==> src/rtl/s3g_packet_tx.sv <==
// s3g_packet_tx: frames a payload buffer into a UART byte stream.
// Frame: 0xD5, length byte, payload[0..len-1], CRC-8/MAXIM of the payload.
// Ports:
//   clk, rst          - rising-edge clock, async active-low reset
//   buf_wr/addr/data  - payload buffer write port (ignored while busy)
//   payload_len       - byte count, sampled with packet_wr
//   packet_wr         - start pulse (ignored while busy)
//   busy              - packet in progress
//   packet_sent       - one-cycle pulse after the CRC byte completes
//   len_err           - one-cycle pulse when payload_len exceeds MAX_LEN
//   tx_data, tx_wr    - byte and one-cycle write strobe to the UART
//   tx_done           - UART pulse, previous byte finished
module s3g_packet_tx #(
  parameter int unsigned MAX_LEN = 32
) (
  input  logic                       clk,
  input  logic                       rst,
  input  logic                       buf_wr,
  input  logic [$clog2(MAX_LEN)-1:0] buf_addr,
  input  logic [7:0]                 buf_data,
  input  logic [7:0]                 payload_len,
  input  logic                       packet_wr,
  output logic                       busy,
  output logic                       packet_sent,
  output logic                       len_err,
  output logic [7:0]                 tx_data,
  output logic                       tx_wr,
  input  logic                       tx_done
);

  localparam int unsigned AW        = $clog2(MAX_LEN);
  localparam logic [7:0]  MAX_LEN_B = 8'(MAX_LEN);
  localparam logic [7:0]  SYNC_BYTE = 8'hD5;

  typedef enum logic [2:0] {
    IDLE    = 3'd0,
    SYNC    = 3'd1,
    LEN     = 3'd2,
    PAYLOAD = 3'd3,
    CRC     = 3'd4,
    FINISH  = 3'd5
  } state_t;

  // One byte step of CRC-8/MAXIM, reflected polynomial 0x8C
  function automatic logic [7:0] crc8_byte(input logic [7:0] crc, input logic [7:0] data);
    logic [7:0] c;
    c = crc ^ data;
    for (int i = 0; i < 8; i++) begin
      c = c[0] ? ((c >> 1) ^ 8'h8C) : (c >> 1);
    end
    return c;
  endfunction

  logic [7:0] r_buf [MAX_LEN];

  state_t     r_state, w_state_nxt;
  logic       r_busy, r_tx_wr, r_packet_sent, r_len_err;
  logic [7:0] r_tx_data, r_len, r_cnt, r_crc;

  logic       w_busy_nxt, w_tx_wr_nxt, w_sent_nxt, w_err_nxt;
  logic [7:0] w_tx_data_nxt, w_len_nxt, w_cnt_nxt, w_crc_nxt;

  // A tx_done coincident with our own strobe cannot be the end of that byte
  logic          w_done;
  logic          w_accept;
  logic          w_reject;
  logic [7:0]    w_cnt_inc;
  logic          w_last;
  logic [AW-1:0] w_rd_addr;
  logic [7:0]    w_rd_byte;

  assign w_done    = tx_done & ~r_tx_wr;
  assign w_accept  = packet_wr & (payload_len <= MAX_LEN_B);
  assign w_reject  = packet_wr & (payload_len > MAX_LEN_B);
  assign w_cnt_inc = r_cnt + 8'd1;
  assign w_last    = (w_cnt_inc == r_len);

  // Asynchronous read of the next byte so it is ready on the tx_done edge
  assign w_rd_addr = (r_state == LEN) ? '0 : w_cnt_inc[AW-1:0];
  assign w_rd_byte = r_buf[w_rd_addr];

  // Payload buffer: written only while idle, never reset
  always_ff @(posedge clk) begin
    if (buf_wr && !r_busy) begin
      r_buf[buf_addr] <= buf_data;
    end
  end

  // State register
  always_ff @(posedge clk or negedge rst) begin
    if (!rst) begin
      r_state <= IDLE;
    end else begin
      r_state <= w_state_nxt;
    end
  end

  // Next-state logic
  always_comb begin
    w_state_nxt = r_state;
    case (r_state)
      IDLE:    if (w_accept)          w_state_nxt = SYNC;
      SYNC:    if (w_done)            w_state_nxt = LEN;
      LEN:     if (w_done)            w_state_nxt = (r_len != 8'd0) ? PAYLOAD : CRC;
      PAYLOAD: if (w_done && w_last)  w_state_nxt = CRC;
      CRC:     if (w_done)            w_state_nxt = FINISH;
      FINISH:                         w_state_nxt = IDLE;
      default:                        w_state_nxt = IDLE;
    endcase
  end

  // Output / datapath next values; the byte for each state is loaded on entry
  always_comb begin
    w_tx_wr_nxt   = 1'b0;
    w_tx_data_nxt = r_tx_data;
    w_busy_nxt    = r_busy;
    w_sent_nxt    = 1'b0;
    w_err_nxt     = 1'b0;
    w_len_nxt     = r_len;
    w_cnt_nxt     = r_cnt;
    w_crc_nxt     = r_crc;
    case (r_state)
      IDLE: begin
        if (w_accept) begin
          w_tx_wr_nxt   = 1'b1;
          w_tx_data_nxt = SYNC_BYTE;
          w_busy_nxt    = 1'b1;
          w_len_nxt     = payload_len;
          w_cnt_nxt     = 8'd0;
          w_crc_nxt     = 8'h00;
        end else if (w_reject) begin
          w_err_nxt = 1'b1;
        end
      end
      SYNC: begin
        if (w_done) begin
          w_tx_wr_nxt   = 1'b1;
          w_tx_data_nxt = r_len;
        end
      end
      LEN: begin
        if (w_done) begin
          w_tx_wr_nxt = 1'b1;
          w_cnt_nxt   = 8'd0;
          if (r_len != 8'd0) begin
            w_tx_data_nxt = w_rd_byte;
            w_crc_nxt     = crc8_byte(r_crc, w_rd_byte);
          end else begin
            w_tx_data_nxt = r_crc;
          end
        end
      end
      PAYLOAD: begin
        if (w_done) begin
          w_tx_wr_nxt = 1'b1;
          if (w_last) begin
            w_tx_data_nxt = r_crc;
          end else begin
            w_cnt_nxt     = w_cnt_inc;
            w_tx_data_nxt = w_rd_byte;
            w_crc_nxt     = crc8_byte(r_crc, w_rd_byte);
          end
        end
      end
      CRC: begin
        if (w_done) begin
          w_sent_nxt = 1'b1;
          w_busy_nxt = 1'b0;
        end
      end
      FINISH: begin
        w_busy_nxt = 1'b0;
      end
      default: begin
        w_busy_nxt = 1'b0;
      end
    endcase
  end

  // Registered outputs and datapath
  always_ff @(posedge clk or negedge rst) begin
    if (!rst) begin
      r_busy        <= 1'b0;
      r_tx_wr       <= 1'b0;
      r_packet_sent <= 1'b0;
      r_len_err     <= 1'b0;
      r_tx_data     <= 8'h00;
      r_len         <= 8'h00;
      r_cnt         <= 8'h00;
      r_crc         <= 8'h00;
    end else begin
      r_busy        <= w_busy_nxt;
      r_tx_wr       <= w_tx_wr_nxt;
      r_packet_sent <= w_sent_nxt;
      r_len_err     <= w_err_nxt;
      r_tx_data     <= w_tx_data_nxt;
      r_len         <= w_len_nxt;
      r_cnt         <= w_cnt_nxt;
      r_crc         <= w_crc_nxt;
    end
  end

  assign busy        = r_busy;
  assign tx_wr       = r_tx_wr;
  assign packet_sent = r_packet_sent;
  assign len_err     = r_len_err;
  assign tx_data     = r_tx_data;

endmodule

==> config.mk <==
export PLATFORM = sky130hd
export DESIGN_NAME = s3g_packet_tx
export DESIGN_NICKNAME = d
export VERILOG_FILES = /design/src/rtl/s3g_packet_tx.sv
export SDC_FILE = /design/constraint.sdc
export NUM_CORES = 1
export LEC_CHECK = 0
export BUFFER_PORTS_ARGS = -buffer_cell sky130_fd_sc_hd__buf_2
export CORE_MARGIN = 2
export CORE_UTILIZATION = 50
export DETAILED_ROUTE_END_ITERATION = 16
export GPL_ROUTABILITY_DRIVEN = 0
export PLACE_DENSITY = 0.66
export SYNTH_ARGS = -nofsm -noshare
export SYNTH_HDL_FRONTEND = slang
export SYNTH_SLANG_ARGS = --single-unit
==> constraint.sdc <==
create_clock -name clk -period 5.1 [get_ports clk]
set_input_delay 0.765 -clock clk [delete_from_list [all_inputs] [get_ports clk]]
set_output_delay 0.765 -clock clk [all_outputs]
set_load 0.03 [all_outputs]
* After elaboration in Yosys (flattened, before gate mapping)
Memory sizes are Yosys's and may differ from the RTL's. Index checks and enable logic that the tools add are counted.
Storage, ports and cells: RAM bits 256, input bits 26, register bits after elaboration 39, bits in read-only memories 0, latch bits 0, logic and storage cells 99, memories kept 1
Memory list:
- r_buf | words 32, bits a word 8, read ports 1, clocked after memory_dff 0, wr ports 1, RTL line 54 | logic [7:0] r_buf [MAX_LEN];
Cells by class: mux-type cells 45, eq/ne operators 13, bitwise operators 14, shift operators 0, reductions and logical operators 14, $add $sub $neg 1, multipliers 0, magnitude comparators 2, div/mod/pow operators 0
Operator list (number):
- 8-bit 2-to-1 mux | 22
- 8-bit one-hot mux with 3 select lines | 2
- 8-bit one-hot mux with 4 select lines | 1
- 2-bit inverter with 3-bit output | 8
- 3-bit 2-to-1 mux | 6
- 3-bit one-hot mux with 5 select lines | 1
- 5-bit AND reduction | 3
- 2-bit inequality test (second input constant) | 7
- 1-bit 2-to-1 mux | 10
- 8-bit by 1-bit adder with 8-bit output (second input constant) | 1
- 8-bit == test | 1
- 8-bit by 6-bit greater-than comparator with 1-bit output (second input constant) | 1
- 8-bit by 6-bit less-or-equal comparator with 1-bit output (second input constant) | 1
- 8-bit nonzero test | 1
- 8-bit XOR | 1
- 3-bit by 2-bit == test with 1-bit output (second input constant) | 2
- 6-bit AND reduction | 1
- 5-bit 2-to-1 mux | 1
- 4-bit nonzero test | 1
- 1-bit bitwise AND | 3
- 3-bit by 1-bit == test with 1-bit output (second input constant) | 1
- 3-bit == test (second input constant) | 1
- 3-bit logical NOT | 1
- 1-bit one-hot mux with 3 select lines | 1
- 9 further kinds | 11

* Longest topological paths before layout
Gate-level depths: netlist (run 1). An unclocked memory read counts as a cell.
depth in word-level cells 23, depth in mapped cells 14

* Least setup slack after synthesis (run 1)
Ideal clock, no wire load.
path type reg2reg, start point reg r_cnt[1], end point reg r_crc[3], setup time 0.083 ns, setup slack 1.879 ns, buffers on the path 2, cell stages (with the launch flop) 12, data arrival time 3.138 ns, required time 5.017 ns, path through dfrtp_1 ha_1 buf_4 buf_2 mux4_2 nand2_1 a31oi_1 a211oi_1 xnor2_1 xnor3_1 xnor2_1 o21ai_0
Between the ends: word-level cells in the longest chain between the ends 17, elaborated cells between the ends (all ways) 25, those cells by class add/sub: 1; eq/ne: 2; mux: 14; bitwise: 6; reduce/logical: 1; memory: 1
Ends and longest elaborated chain:
- from (decl) | RTL line 58 | logic [7:0] r_tx_data, r_len, r_cnt, r_crc;
- from (signal assigned) | RTL line 198 | r_cnt <= w_cnt_nxt;
- 8-bit by 1-bit adder with 8-bit output * | RTL line 75 | assign w_cnt_inc = r_cnt + 8'd1;
- 5-bit 2-to-1 mux | RTL line 79 | assign w_rd_addr = (r_state == LEN) ? '0 : w_cnt_inc[AW-1:0];
- memory read 32 x 8 bit
- 8-bit XOR | RTL line 47 | c = crc ^ data;
- 2-bit inverter with 3-bit output (no source line) / 8-bit 2-to-1 mux (equally long branches)
- 8-bit 2-to-1 mux | RTL line 49 | c = c[0] ? ((c >> 1) ^ 8'h8C) : (c >> 1);
- 8-bit 2-to-1 mux / 2-bit inverter with 3-bit output (equally long branches) (2 in series)
- 8-bit 2-to-1 mux | RTL line 49
- 8-bit 2-to-1 mux / 2-bit inverter with 3-bit output (equally long branches)
- 8-bit 2-to-1 mux (2 in series) | RTL line 49
- 2-bit inverter with 3-bit output (no source line) / 8-bit 2-to-1 mux (equally long branches)
- 8-bit 2-to-1 mux | RTL line 49
- 8-bit 2-to-1 mux (on tied branches) | RTL line 156, 145
- 8-bit 2-to-1 mux (on tied branches) | RTL line 154, 142
- 8-bit one-hot mux with 3 select lines | RTL line 122 | case (r_state)
- to (signal assigned) | RTL line 199 | r_crc <= w_crc_nxt;
- to (decl) | RTL line 58
Every way passes the cells marked *; elsewhere a longest branch is shown, timed or not. The select of a mux whose other input is x is not followed. A chain may end at the register's enable or synchronous reset.

* Final worst setup path (run 1)
start point reg r_cnt[0], end point reg r_crc[7]
Between the ends: word-level cells in the longest chain between the ends 17, elaborated cells between the ends (all ways) 24, those cells by class add/sub: 1; eq/ne: 2; mux: 14; bitwise: 5; reduce/logical: 1; memory: 1
Ends and longest elaborated chain (RTL line):
- 8-bit by 1-bit adder with 8-bit output * | 75
- 5-bit 2-to-1 mux | 79
- memory read 32 x 8 bit
- 8-bit XOR | 47
- 8-bit 2-to-1 mux / 2-bit inverter with 3-bit output (equally long branches)
- 8-bit 2-to-1 mux | 49
- 8-bit 2-to-1 mux / 2-bit inverter with 3-bit output (equally long branches)
- 2-bit inverter with 3-bit output (no source line) / 8-bit 2-to-1 mux (equally long branches)
- 8-bit 2-to-1 mux | 49
- 2-bit inverter with 3-bit output (no source line) / 8-bit 2-to-1 mux (equally long branches)
- 8-bit 2-to-1 mux (4 in series) | 49
- 8-bit 2-to-1 mux (on tied branches) | 156, 145
- 8-bit 2-to-1 mux (on tied branches) | 154, 142
- 8-bit one-hot mux with 3 select lines | 122
Marks and branches as above.

==> impl.org, run 1 <==
** Outcome
- Result of the run :: complete, no violations

** Layout
- Diode insertion count for antenna repair :: 0
- Of the cells placed in the final design, the portion with a size suffix greater than 1 is 0.1645.
- Area growth from synthesis to final layout :: 11.01%
- After the last flow step, the layout net total stands at 933.

** Critical path
- STA puts the critical path data required time at 5580 ps.
- Crit-path max cell delay :: 610 ps
- For this design, the slowest cell found on the critical path is a211oi_1.
- For the worst flop-to-flop path, the logic depth is 10.
- Critical path launch point type :: flop
- The worst setup path is captured at a flop.
- The worst setup path is of the flop to flop kind.
- For the worst setup path, the data arrival time is 4680 ps.
- Crit path max fanout :: 26
- CP Cell Sequence :: ha_2 > buf_4 > mux4_2 > a21oi_1 > o22ai_1 > a211oi_1 > xnor2_1 > xnor3_1 > xnor2_1 > o21ai_0
- Among the stages of the critical path, the cell type that occurs most often is xnor2_1.

** Global route
- The first global-routing pass estimated 47500 um of wire.
- Global-route usage over all layers :: 0.2367
- Number of global-route vias before repair :: 7570
- Entering global routing, the biggest net connects 43 pins.
- Summed over all layers, the global routing overflow is 0.
- Antenna violations before repair :: 0

** STA
- Post-route clock period utilization :: 0.8241
- Setup repair after global routing left no endpoint under its margin.
- Setup violations remaining at the end of the flow were counted as 0.
- For this run, the top clock speed supported by timing is 237.9 MHz.
- Adding up every negative setup slack in the final design gives 0 ps.
- Count of final hold-check violations :: 0
- Actual transition at the worst max-transition pin :: 1135 ps
- Fin Clk Skew :: 9.565 ps
- Count of pins over their slew limit :: 0
- Worst hold slack :: 324.2 ps
- Post-route minimum period :: 4203 ps
- Slew margin rel. :: 0.2404

** Yosys
- Proportion of register bits with asynchronous set or reset after synthesis :: 0.1322
- Gate count after technology mapping :: 873
- The share of synthesized area in the top cell type comes to 0.5977.
- Yosys mapped the design onto 75 distinct sky130hd cell types.
- Post-synthesis average cell area :: 14.73 um2
- Counting flops and latches in the post-synthesis netlist gives 295.
- Leading register cell type out of synthesis :: edfxtp_1
- In the post-synthesis netlist, the cell with the most instances is edfxtp_1.
- Number of enable-type register cells in the synthesized netlist :: 256
- The cell area that synthesis handed to floorplanning was 0.01286 mm2.
- After synthesis, the most frequently instantiated cells are edfxtp_1, nor2_1, o21ai_0, nand2_1, dfrtp_1.
- By area the synthesized netlist is led by edfxtp_1, dfrtp_1, mux4_2.
- edfxtp_1 takes more of the synthesized area than any other cell.
- The number of nets handed over by synthesis was 900.
- The Yosys step of the flow raised 0 warnings.
- Of the synthesized area, sequential elements account for 0.6736.

** Clock network
- TritonCTS built the clock tree.
- In this run the number of H-tree levels came out at 1.
- The number of gates resized after CTS was 0.
- Cell chosen for the clock root :: clkbuf_16
- Hold Buf Count CTS :: 0
- Number of buffers added for setup after CTS :: 0
- Counting along the longest clock path gives a buffer depth of 3.
- Buffers inserted during clock tree synthesis total 30.
- At the later pin of the worst-skew pair, clock insertion delay measures 560 ps.
- After clock tree synthesis, the clock-pin slew on the worst setup and hold paths is 60 ps.
- Sinks on Clock Net :: 295

** Power
- The share of total power dissipated in sequential elements is 0.365.
- Of the total power, the share spent switching nets is 0.3357.
- P_int :: 5.221 mW
- Part of the power in combinational logic :: 0.356
- Clk pwr share :: 0.279
- Worst supply voltage drop on vdd :: 0.3473 mV
- Power spread over the standard cell area amounts to 550.5 mW/mm2.
- Leakage power :: 4.747 nW
- For this design the total switching power over the nets is 2.639 mW.

** Floorplan
- Area of the die :: 0.02702 mm2
- Die Width :: 164.4 um
- Number of top-level pins :: 38
- The floorplan has 58 rows.
- Core Footprint :: 0.02525 mm2
- Initial Utilization :: 0.5093
- Vertical die dimension :: 164.4 um

** Drt
- Pre-Repair DR Iteration Count :: 5
- The routed layout has 7889 vias.
- In the final routed layout, each cell accounts on average for 24.87 um.
- Antenna violation net count after detailed routing :: 0
- Dividing the detail-routed via count by the number of cells gives 6.261.
- # DRC :: 0
- Initial DRC count :: 948
- Wirelength, routed :: 31330 um

** Placed design
- Final HPWL DP :: 19730 um
- I/O Buffers :: 37

** Min path
- The worst hold path belongs to the class input pin to asynchronous set/reset pin.

** Job
- Across the run, the number of max-cap violations was 0.
[state kept, by name (all words and copies together), names as in the netlist]
name	count
packet_sent	1
r_state	3
tx_data	8
r_len	8
tx_wr	1
busy	1
len_err	1
r_crc	8
r_cnt	8
r_buf	256
[critical path: cells and delay by family (launching register included)]
kind            cells  cell delay, ps
compound gates      4            1090
xor+xnor            3             980
flops               1             570
mux                 1             550
fa+ha+maj           1             540
buf+inv             1             390
[area by class of cell]
| type | instances | area [um2] |
|---|---|---|
| Fill cell | 2000 | 10980 |
| Sequential cell | 295 | 8667 |
| Multi-Input combinational cell | 516 | 3869 |
| Clock buffer | 34 | 765.7 |
| Tap cell | 330 | 412.9 |
| Timing Repair Buffer | 54 | 312.8 |
| Clock inverter | 22 | 216.5 |
| Inverter | 9 | 33.78 |
[placed cells by master, fill, tap and decap left out, types with 14 or more instances in the layout]
| master | netlist | layout |
|---|---|---|
| nor2_1 | 85 | 85 |
| buf_4 | 10 | 17 |
| a21oi_1 | 35 | 35 |
| a221oi_1 | 22 | 22 |
| xnor2_1 | 17 | 17 |
| nand2_1 | 45 | 45 |
| mux4_2 | 23 | 23 |
| dfrtp_1 | 39 | 38 |
| o21ai_0 | 47 | 47 |
| mux2i_1 | 27 | 27 |
| nand2b_1 | 14 | 14 |
| edfxtp_1 | 256 | 256 |
| buf_2 | 16 | 37 |
| clkbuf_16 | 0 | 30 |
[power by group through the flow]
stage	Clock (mW)	Sequential [mW]	Combinational (mW)
global placement	0	2.92	2.76
finish	2.19	2.87	2.80
floorplan	0	2.93	2.09
detailed placement	0	2.92	2.77
CTS	2.21	2.87	2.78
global route	2.30	2.89	3.01
[stage by stage]
stage	utilization	instance area (um2)	total power, mW	setup WS (ps)	std cells
floorplan	-	12860	5.022	1879	873
global route	0.5653	14280	8.199	713.4	1260
global placement	0.5265	13300	5.676	1050	1204
CTS	0.5653	14280	7.857	876.9	1260
detailed placement	0.5265	13300	5.686	938.5	1204
finish	0.5653	14280	7.860	897.1	1260
[kinds of logic after synthesis]
logic type | count (synthesis) | synth area share
AOI/OAI and AO/OA | 197 | 0.1058
xor gates and xnor gates | 34 | 0.03424
adders and majority gates | 1 | 0.0009727
buffers and inverters | 62 | 0.02666
DFF | 295 | 0.6736
muxes | 63 | 0.07267
and+or+nand+nor | 221 | 0.08610
[final timing paths]
check	from	to	slack (ps)
worst max-delay path	r_cnt[0]	r_crc[7]	900
worst min-delay path	rst	r_cnt[1]	320
worst max register to register	r_cnt[0]	r_crc[7]	900
worst min register to register	tx_data[4]	tx_data[4]	500
max in group asynchronous	rst	r_cnt[0]	4130
min in group clk	payload_len[3]	r_len[3]	450
[per-layer routing]
metal	vias up	GRT usage	wire, um
li1	3486	-	-
met1	3921	0.3398	13080
met2	411	0.3747	14660
met3	71	0.04244	2712
met4	0	0.06798	873
met5	-	0	0
No activity file was read; power rests on OpenSTA's default activity.
==> inputs of run 2 (changes only) <==
--- a/config.mk
+++ b/config.mk
@@ -5,6 +5,7 @@
 export SDC_FILE = /design/constraint.sdc
 export NUM_CORES = 1
 export LEC_CHECK = 0
+export ABC_AREA = 1
 export BUFFER_PORTS_ARGS = -buffer_cell sky130_fd_sc_hd__buf_2
 export CORE_MARGIN = 2
 export CORE_UTILIZATION = 50
==> constraint.sdc (replaced) <==
create_clock -name clk -period 3.95 [get_ports clk]
set_input_delay 0.5925 -clock clk [delete_from_list [all_inputs] [get_ports clk]]
set_output_delay 0.5925 -clock clk [all_outputs]
set_load 0.03 [all_outputs]
==> run 2 against run 1 <==
Die area grew 1.8%. Worst hold slack got worse by 180 ps. Non-clock buffer count is 2 lower. Synthesized cell count grew 44%. Critical endpoint is now r_crc[2]. Largest power group is now combinational logic.
==> impl.org, run 2 <==
** Global route
- The global-route usage over all layers is 0.2282 (-0.008498).
- The number of antenna violations at the first check in global routing is 0 (unchanged).
- Number of global-route vias before repair :: 8881 (+17%)
- Aggregate global routing overflow :: 0 (unchanged)
- Pin count of the biggest net entering global routing :: 77 (+79%)
- The first-pass GRT wire length was 49570 um (+4.4%).

** Layout
- Area growth from synthesis to final layout :: 10.43%
- The number of cells in the finished layout apart from fillers is 1643 (+30%).
- Flip-flop count of the largest register after layout :: 256 (unchanged)
- The library cell used most frequently in the layout, excluding fill and tap cells, is nand2_1.
- The sequential cell area came to 0.008663 mm2 (about the same).
- The multi-input combinational cell area was 0.003742 mm2 (-3.3%).
- Diode insertion count for antenna repair :: 0 (unchanged)
- Share of final-layout standard cells stronger than drive strength 1 :: 0.1017 (-0.06283)
- r_buf holds more flip-flops than any other register.
- Layout fillers :: 2206 (+10%)
- Fin nets :: 1313 (+41%)
- Most used cells in the layout excluding fill and tap cells :: nand2_1, nand3_1, edfxtp_1
- Final Cell Area :: 0.01447 mm2 (+1.3%)

** Min path
- In this run the worst hold path is classified as input pin to asynchronous set/reset pin.

** Drt
- The post-detailed-routing wire length was 31350 um (about the same).
- The count of TritonRoute iterations in the first routing pass is 5 (unchanged).
- The remaining antenna violation count after routing is 0 (unchanged).
- Detail-routed via count per cell :: 5.595 (-11%)
- The number of vias after detailed routing is 9192 (+17%).
- The detailed route wirelength on metal2 was 14790 um (+0.87%).
- The routed metal-1 wire length was 13410 um (+2.5%).
- The highest layer touched by signal routing is met4.
- The wire length per cell after detailed routing came to 19.08 um (-23%).
- The violation count after the first detailed-routing iteration was 952 (+0.42%).
- # DRC :: 0 (unchanged)
- The met3 layer wire length in the routed design came to 2142 um (-21%).

** Power
- The worst vdd rail ir drop came to 0.4737 mV (+36%).
- The static leakage was 5.600 nW (+18%).
- Power after layout :: 10.31 mW (+31%)
- The power per cell area came to 712.7 mW/mm2 (+29%).

** Clock network
- Hold Buf Count CTS :: 0 (unchanged)
- The count of clock tree sinks is 295 (unchanged).
- The clock latency on the worst-skew pair is 560 ps (about the same).
- TritonCTS clock tree :: built
- The post-cts gate resize count came to 0 (unchanged).
- The tree is rooted in a clkbuf_16.
- The buffer depth of the longest clock path came to 3 (unchanged).
- Clock-pin slew on the worst setup and hold paths :: 70 ps (about the same)
- The number of clock buffers inserted by TritonCTS was 30 (unchanged).
- CTS H-tree lvls :: 1 (unchanged)
- Number of buffers added for setup after CTS :: 0 (unchanged)

** Yosys
- Cell area after synthesis :: 0.01310 mm2 (+1.9%)
- Leading cell types by count after synthesis :: nand2_1, nand3_1, edfxtp_1, inv_1, nor2_1
- Top-count cell post-synth :: nand2_1
- The post-synthesis sequential element count was 295 (unchanged).
- Area contributors post-synth :: edfxtp_1, nand2_1, nand3_1
- Seq/Total Area, Yosys :: 0.6613 (-0.01235)
- The number of instances in the synthesized netlist was 1254 (+44%).
- Post-synthesis average cell area :: 10.45 um2 (-29%)
- The net count of the mapped netlist is 1281 (+42%).
- The count of unique library cells instantiated by Yosys was 37 (-51%).
- The top cell type's share of synthesized area came to 0.5868 (-0.01096).
- For this run, the leading register cell type out of synthesis is edfxtp_1.
- Synthesis warning total :: 0 (unchanged)
- Number of enable-type register cells in the synthesized netlist :: 256 (unchanged)
- Summed over all instances, the cell type with the most area after synthesis is edfxtp_1.
- The share of async-settable or async-resettable flops after synthesis is 0.1322 (unchanged).

** Floorplan
- The initial core utilization is 0.5056 (-0.003639).
- Cell row count :: 59 (+1.7%)
- The number of ports placed on the die boundary is 38 (unchanged).
- The core region area was 0.02591 mm2 (+2.6%).
- The floorplan die width is 165.9 um (+0.91%).
- Vertical die dimension :: 165.9 um (+0.91%)
- Area of the die :: 0.02751 mm2 (+1.8%)

** STA
- The final hold violation count came to 0 (unchanged).
- The sum of negative setup slack is 0 ps (unchanged).
- Post-route clock period utilization :: 0.8255 (+0.001418)
- The headroom to the max-slew limit was 0.4286 (+0.1882).
- Worst hold slack :: 141.7 ps (-182.5 ps)
- The final critical delay including setup and external delays came to 3261 ps (-942.1 ps).
- The measured slew at the worst slew-check pin is 854.0 ps (-281.3 ps).
- RSZ-0062 raised after global routing :: false
- The largest clock skew in the final design came to 23.47 ps (+13.91 ps).
- The final setup violation count was 0 (unchanged).
- The final number of max-transition violations came to 0 (unchanged).
- Fmax :: 306.7 MHz (+29%)

** Critical path
- The maximum fanout along the worst path came to 53 (+100%).
- By startpoint and endpoint, the worst setup path is classified as flop to flop.
- Endpoint type of the worst setup path :: flop
- Critical Path Source :: r_cnt[1]
- Register-to-Register Setup Slack :: 690 ps (-210 ps)
- FF-to-FF path depth :: 20 (+10)
- The data arrival time of the worst path came to 3710 ps (-970 ps).
- The startpoint identified for the worst register-to-register timing path is r_cnt[1].
- STA classifies the critical path startpoint as a flop.
- The required time of the critical path was 4400 ps (-1180 ps).

** Placed design
- The number of cells in the design after placement was 1589 (+32%).
- Final HPWL DP :: 19990 um (+1.3%)
- I/O Buffers :: 37 (unchanged)
- The placement-stage cell area came to 0.01350 mm2 (+1.6%).

** Job
- The number of max-cap violations came to 0 (unchanged).

** Outcome
- Result of the run :: complete, no violations
run 2: final cells by class:
class / instances / area share
Sequential cell: 295 / 0.5988
Multi-Input combinational cell: 819 / 0.2587
Clock buffer: 33 / 0.05414
Tap cell: 335 / 0.02897
Timing Repair Buffer: 52 / 0.02404
Inverter: 88 / 0.02283
Clock inverter: 21 / 0.01254
run 2: power breakdown:
group,switching [mW],leakage [nW],internal (mW)
registers,0.147,2.81,3.56
logic,2.66,2.32,1.17
clock network,1.17,0.467,1.61
total,3.97,5.60,6.34
run 2: cells by family (layout without fill, tap and decap cells):
family | Yosys count | after routing | share of synthesized area
xor gates and xnor gates | 10 | 10 | 0.007259
AOI/OAI and AO/OA | 71 | 71 | 0.02951
adders and majority gates | 1 | 1 | 0.0009549
and+or+nand+nor | 737 | 737 | 0.2479
buffers and inverters | 140 | 194 | 0.05310
DFF | 295 | 295 | 0.6613
run 2: worst max-delay path, cell delays in order (launching register included):
cell,delay [ps]
dfrtp_1,410
ha_1,530
nand2_8,160
buf_4,540
nor2_1,80
nand2_1,100
nand3_1,100
nand3_1,140
nand3_1,120
nand2_1,130
nand2_1,70
nand2_2,110
nand2_2,80
nand2_4,110
nand2_1,50
nand2_1,50
nand2_1,90
nand2_2,90
nand2_1,50
nand3_1,70
nand2_1,50
run 2: stage by stage:
stage | util | setup slack, ps
2_1_floorplan | - | 1474
3_3_place_gp | 0.5211 | 779.0
3_5_place_dp | 0.5211 | 738.9
4_1_cts | 0.5584 | 727.7
5_1_grt | 0.5584 | 439.7
6_report | 0.5584 | 689.2
run 2: worst paths after layout:
path,end
worst max-delay path,r_crc[2]
worst min-delay path,len_err
worst max register to register,r_crc[2]
worst min register to register,tx_data[5]
max in group asynchronous,tx_data[5]
min in group clk,r_len[4]
run 2: routing by layer:
metal  vias to the layer above  track usage
met2                       368       0.3668
met1                      4398       0.3216
met3                        63      0.03265
met4                         0      0.07977
li1                       4363            -
met5                         -            0
